File: src/rtl/forward_select_unit.sv
// forward_select_unit
//   Operand forwarding and load-use hazard control for a 5-stage style
//   integer pipeline. Four stage slots (EX, MEM, WB, RET) track in-flight
//   writers. For each decode source operand, a select code is computed
//   against the slots as they stand before the edge. That code is registered
//   on the issue edge, so it stays stable for the whole EX cycle.
//
//   Select codes: 00 regfile, 01 EX/MEM result, 10 MEM/WB result,
//                 11 retire result (only with FWD_RETIRE_BYPASS_EN).
//
//   Build option: define FWD_RETIRE_BYPASS_EN to enable WB-slot forwarding
//   (code 11). Without it the register file is write-through, so WB-slot
//   matches read the register file (code 00).
//
// Ports
//   clk, rst_n                   clock, async active-low reset
//   id_valid                     decode instruction requests issue
//   id_rs1/id_rs2, id_use_rs1/2  decode sources and source-read enables
//   id_rd, id_reg_write          decode destination and write enable
//   id_is_load                   decode instruction is a load
//   flush                        squash decode instruction this cycle
//   fwd_sel_a, fwd_sel_b         registered EX operand mux selects
//   stall                        combinational load-use stall

// Per-operand select: the highest-priority (youngest) matching source wins.
module fwd_operand_sel #(
  parameter int REG_ADDR_W = 5,
  parameter int NSRC       = 3
) (
  input  logic [REG_ADDR_W-1:0]           rs,
  input  logic                            use_rs,
  input  logic [NSRC-1:0]                 wr_ok,
  input  logic [NSRC-1:0][REG_ADDR_W-1:0] src_rd,
  output logic [1:0]                      sel
);
  always_comb begin
    sel = 2'b00;
    if (use_rs && rs != '0) begin
      // Walk oldest to youngest so a younger hit overwrites an older one.
      for (int j = NSRC-1; j >= 0; j--)
        if (wr_ok[j] && src_rd[j] == rs) sel = 2'(j + 1);
    end
  end
endmodule

module forward_select_unit #(
  parameter int REG_ADDR_W = 5
) (
  input  logic                  clk,
  input  logic                  rst_n,
  input  logic                  id_valid,
  input  logic [REG_ADDR_W-1:0] id_rs1,
  input  logic [REG_ADDR_W-1:0] id_rs2,
  input  logic                  id_use_rs1,
  input  logic                  id_use_rs2,
  input  logic [REG_ADDR_W-1:0] id_rd,
  input  logic                  id_reg_write,
  input  logic                  id_is_load,
  input  logic                  flush,
  output logic [1:0]            fwd_sel_a,
  output logic [1:0]            fwd_sel_b,
  output logic                  stall
);
  localparam int STAGES  = 4;  // 0 EX, 1 MEM, 2 WB, 3 RET
  localparam int NUM_OPS = 2;
`ifdef FWD_RETIRE_BYPASS_EN
  localparam int NSRC = 3;     // EX, MEM, WB
`else
  localparam int NSRC = 2;     // EX, MEM; WB handled by write-through regfile
`endif

  typedef struct packed {
    logic [REG_ADDR_W-1:0] rd;
    logic                  reg_write;
    logic                  is_load;
  } slot_t;

  logic  [STAGES-1:0]      vld_pipe;
  slot_t [STAGES-1:0]      slot_pipe;
  slot_t                   id_entry;
  logic                    issue;
  logic                    load_hit;

  logic [NSRC-1:0]                     wr_ok;
  logic [NSRC-1:0][REG_ADDR_W-1:0]     src_rd;
  logic [NUM_OPS-1:0][REG_ADDR_W-1:0]  op_rs;
  logic [NUM_OPS-1:0]                  op_use;
  logic [NUM_OPS-1:0][1:0]             sel_nxt;

  assign id_entry = '{rd: id_rd, reg_write: id_reg_write, is_load: id_is_load};
  assign op_rs    = {id_rs2, id_rs1};
  assign op_use   = {id_use_rs2, id_use_rs1};

  for (genvar j = 0; j < NSRC; j++) begin : g_src
    assign wr_ok[j]  = vld_pipe[j] & slot_pipe[j].reg_write & (slot_pipe[j].rd != '0);
    assign src_rd[j] = slot_pipe[j].rd;
  end

  for (genvar i = 0; i < NUM_OPS; i++) begin : g_op
    fwd_operand_sel #(.REG_ADDR_W(REG_ADDR_W), .NSRC(NSRC)) u_op (
      .rs     (op_rs[i]),
      .use_rs (op_use[i]),
      .wr_ok  (wr_ok),
      .src_rd (src_rd),
      .sel    (sel_nxt[i])
    );
  end

  // A load in EX has no data until MEM; any reader needs one bubble.
  assign load_hit = vld_pipe[0] & slot_pipe[0].is_load & (slot_pipe[0].rd != '0) &
                    ((id_use_rs1 & (slot_pipe[0].rd == id_rs1)) |
                     (id_use_rs2 & (slot_pipe[0].rd == id_rs2)));
  assign stall = id_valid & ~flush & load_hit;
  assign issue = id_valid & ~stall & ~flush;

  // Slots shift unconditionally; a stall only turns the EX entry into a bubble.
  always_ff @(posedge clk or negedge rst_n) begin
    if (!rst_n) begin
      vld_pipe  <= '0;
      slot_pipe <= '0;
      fwd_sel_a <= 2'b00;
      fwd_sel_b <= 2'b00;
    end else begin
      vld_pipe  <= {vld_pipe[STAGES-2:0], issue};
      slot_pipe <= {slot_pipe[STAGES-2:0], id_entry};
      fwd_sel_a <= issue ? sel_nxt[0] : 2'b00;
      fwd_sel_b <= issue ? sel_nxt[1] : 2'b00;
    end
  end

  // RET slot and later-stage is_load bits are tracked but not consulted.
  logic unused_slot_bits;
  assign unused_slot_bits = ^{vld_pipe, slot_pipe};
endmodule

File: config.mk
export PLATFORM = sky130hd
export DESIGN_NAME = forward_select_unit
export DESIGN_NICKNAME = d
export VERILOG_FILES = /design/src/rtl/forward_select_unit.sv
export SDC_FILE = /design/constraint.sdc
export NUM_CORES = 1
export LEC_CHECK = 0
export CAP_MARGIN = 20
export CORE_MARGIN = 1.5
export CORE_UTILIZATION = 40
export CTS_CLUSTER_DIAMETER = 60
export CTS_CLUSTER_SIZE = 28
export DETAILED_ROUTE_END_ITERATION = 7
export PLACE_DENSITY = 0.72
export SLEW_MARGIN = 10
export SYNTH_ARGS = -nofsm -noshare
export SYNTH_HDL_FRONTEND = slang
export SYNTH_HIERARCHICAL = 1
export SYNTH_SLANG_ARGS = --single-unit
File: constraint.sdc
create_clock -name clk -period 1.95 [get_ports clk]
set_clock_uncertainty 0.15 [all_clocks]
set_input_delay 0.4875 -clock clk [delete_from_list [all_inputs] [get_ports clk]]
set_output_delay 0.4875 -clock clk [all_outputs]
set_load 0.05 [all_outputs]
==> summary.txt <==
Detailed routing
  • Final WL: 2319 microns
  • Vias after detailed routing: 818
  • Drt drc: 0
  • Per-cell routed wire length: roughly 14 microns
  • First-pass DRT Iterations: 4
  • Post-route ant nets: 0
  • Vias per std cell: 4.840
  • Drt first-iter violations: 4

STA
  • RSZ-0062 raised after global routing: true
  • Fmax: ~420 MHz
  • Final setup viols: 1
  • Final hold violation count: 0
  • Measured slew at the worst slew-check pin: roughly 0.28 ns
  • Setup ws final: -0.4331 ns
  • Relative slew slack: 80.85%
  • Post-route minimum period: 2.383 ns
  • Max-slew violations: 0
  • Final period util: 122.2%

Global routing
  • Antenna violations before repair: 0
  • M2 GR Usage: between 30% and 40%
  • Largest net degree at the start of global routing: 20
  • Met1 Usage GRT: 23.99%
  • M3 GR Usage: roughly 3.1%
  • GRT busiest layer: met2
  • Gr usage total: a little under a fifth
  • Vias in the first global route: about 840
  • First-pass GRT wire length: 3712 microns
  • Grt total ovfl: 0

Logic synthesis
  • Post-synth EDFFs: 0
  • FFs w/ async S/R, synth: 100.0%
  • Leading post-synthesis cells by cell area: dfrtp_1 48%, xor2_1 14%, xnor2_1 12%
  • Post-synth top cells: 19 x dfrtp_1, 16 x xor2_1, 14 x xnor2_1
  • Mapped Area: 987.2 sq um
  • Synth area leader: dfrtp_1
  • Most numerous cell in the Yosys netlist: dfrtp_1
  • Register bit total from synthesis: 19
  • Syn_nets: about 110
  • Yosys cell types: 21
  • Synth Flop Type: dfrtp_1
  • Yosys warns: 6
  • Top cell type's share of synthesized area: 48.16%
  • Synth Instances: 89
  • Post-synthesis area per instance: 11.09 sq um
  • Post-synthesis sequential area ratio: 48.16%

Worst setup path
  • Flop-to-flop setup slack: approximately 0.11 ns
  • Reg2reg start: slot_pipe[5]$_DFF_PN0_
  • Reg2Reg Depth: 8
  • Worst setup SP type: register
  • CP Capture Type: primary output
  • End of the worst register-to-register path: fwd_sel_a[1]$_DFF_PN0_
  • Crit Path Max Fanout: 2
  • Crit path DAT: 1.75 ns
  • Setup Crit Path Kind: reg -> out
  • CP Data Required Time: 1.31 ns
  • Critical path startpoint: slot_pipe[3]$_DFF_PN0_

CTS
  • Num CTS Buffers: 3
  • Post-CTS Setup Repair Bufs: 0
  • H-tree levels: 1
  • # hold bufs at CTS: 0
  • Clock tree buffer depth: 2
  • Root Buffer: clkbuf_4
  • Worst-path clk slew: 0.10 ns
  • Worst-Skew Late Latency: 0.29 ns
  • CTS tree: done
  • TritonCTS sink count: 19

Placement
  • Placement Cell Area: 0.001456 sq mm
  • Hpwl dp: 1940 microns
  • Placed Cells: 165
  • PortBufs: 27
  • GPL Wtd Cong: 0.8496

Outcome
  • Status: finished, violations left
  • Failing checks: negative setup slack

Die
  • Row Count: 17
  • Core area: 0.002276 sq mm
  • Die Y: between 50 and 60 microns
  • Initial Util: 43.38%
  • Die Wd: around 53 microns
  • Total die area: 0.002775 sq mm
  • # IOs: 28

Power
  • Peak VDD IR: 0.4158 mV
  • Pwr/cell area: 528.9 mW/mm^2
  • Pleak: between 0.0006 and 0.0007 uW

Finish
  • Design Area, Final: 0.001516 sq mm
  • Area growth, synth to finish: 53.61%
  • Layout cells sized above 1: 31.21%
  • Fin nets: 165
  • Fin cells: 169
  • ANT cells: 0

Hold path
  • Hold_sp: slot_pipe[1]$_DFF_PN0_
  • Hold path depth: 0
  • WHS Endpoint: slot_pipe[8]$_DFF_PN0_
  • Hold crit path type: reg -> reg

Run
  • Maxcap violations: 0
[state kept, by name (all words and copies together), names as in the netlist]
name and cells:
vld_pipe 2, slot_pipe 13, fwd_sel_b 2, fwd_sel_a 2
[worst max path at each step]
stage                 end  slack [ns]  cells after the start
detailed placement  stall       -0.58                      6
global route        stall       -0.49                      6
global placement    stall       -0.57                      6
floorplan           stall       -0.11                      4
finish              stall       -0.43                      5
CTS                 stall       -0.46                      5
[cell families (layout without fill, tap and decap cells)]
kind of cell | after synthesis | after routing | share of synthesized area (%)
buffers and inverters | 2 | 54 | 0.7607
AO/OA/AOI/OAI | 10 | 10 | 7.099
XOR/XNOR | 30 | 30 | 26.62
AND/OR/NAND/NOR | 28 | 28 | 17.36
flip-flops | 19 | 19 | 48.16
[metal layers]
| metal | routed length (microns) | vias to the layer above |
|---|---|---|
| li1 | - | 415 |
| met1 | 1070 | 391 |
| met2 | 1186 | 12 |
| met3 | 62 | 0 |
| met4 | 0 | 0 |
| met5 | 0 | - |
[worst max-delay path, cell delays in order (launching register included)]
cell     delay, ns
dfrtp_2       0.41
or4_4         0.52
o21ai_4       0.16
nor2_2        0.05
and3_4        0.17
buf_12        0.14
[cell type report]
class                      instances  area [sq um]
clock buffer                       4         26.28
tap                               28         35.03
fill                             188         759.5
inverter                           2         7.507
multi-input combinational         68         543.0
timing repair buffer              48         427.9
sequential                        19         476.7
[power by group]
group | internal [uW] | switching (uW)
Combinational | 104 | 81.1
Sequential | 410 | 14.4
Clock | 79.5 | 113
Total | 593 | 209
[through the flow]
stage | setup slack [ns] | total power (uW) | hold slack (ns) | TNS, ns | util (%)
floorplan | -0.1114 | 498.4 | 0.04191 | -0.1114 | -
global placement | -0.5654 | 607.6 | 0.2091 | -1.782 | 63.99
detailed placement | -0.5819 | 614.6 | 0.2216 | -2.054 | 63.99
CTS | -0.4618 | 805.8 | 0.2453 | -0.4618 | 65.53
global route | -0.4890 | 836.1 | 0.2623 | -0.4890 | 66.63
finish | -0.4331 | 802.1 | 0.2460 | -0.4331 | 66.63
[cells in the final DEF, fill, tap and decap left out]
| cell | instances |
|---|---|
| nor2_2 | 1 |
| buf_4 | 25 |
| dlymetal6s2s_1 | 3 |
| nand4_1 | 2 |
| o21ai_4 | 1 |
| nor4_1 | 2 |
| or4_4 | 3 |
| a21boi_1 | 1 |
| nor2_1 | 3 |
| o311a_1 | 1 |
| nand2_1 | 6 |
| and3_4 | 1 |
| or3_1 | 1 |
| xnor2_1 | 14 |
| o21ai_2 | 2 |
| clkbuf_4 | 3 |
| clkbuf_1 | 1 |
| a21oi_2 | 1 |
| dfrtp_2 | 1 |
| nand3_1 | 4 |
| a21oi_1 | 3 |
| nor4_2 | 2 |
| dlygate4sd2_1 | 6 |
| inv_1 | 2 |
| xor2_1 | 16 |
| o22ai_2 | 1 |
| nor3b_2 | 2 |
| dfrtp_1 | 18 |
| clkdlybuf4s50_1 | 13 |
| buf_12 | 1 |
| nor2b_1 | 1 |
[timing repair]
| item | 4_1_cts | 5_1_grt |
|---|---|---|
| resized for setup | 9 | 6 |
| gates cloned | 0 | 0 |
| pin swaps | 7 | 8 |
| hold endpoints to repair | 0 | 0 |
| endpoints found under the setup margin | 5 | 5 |
Power figures use the tool's default switching activity.
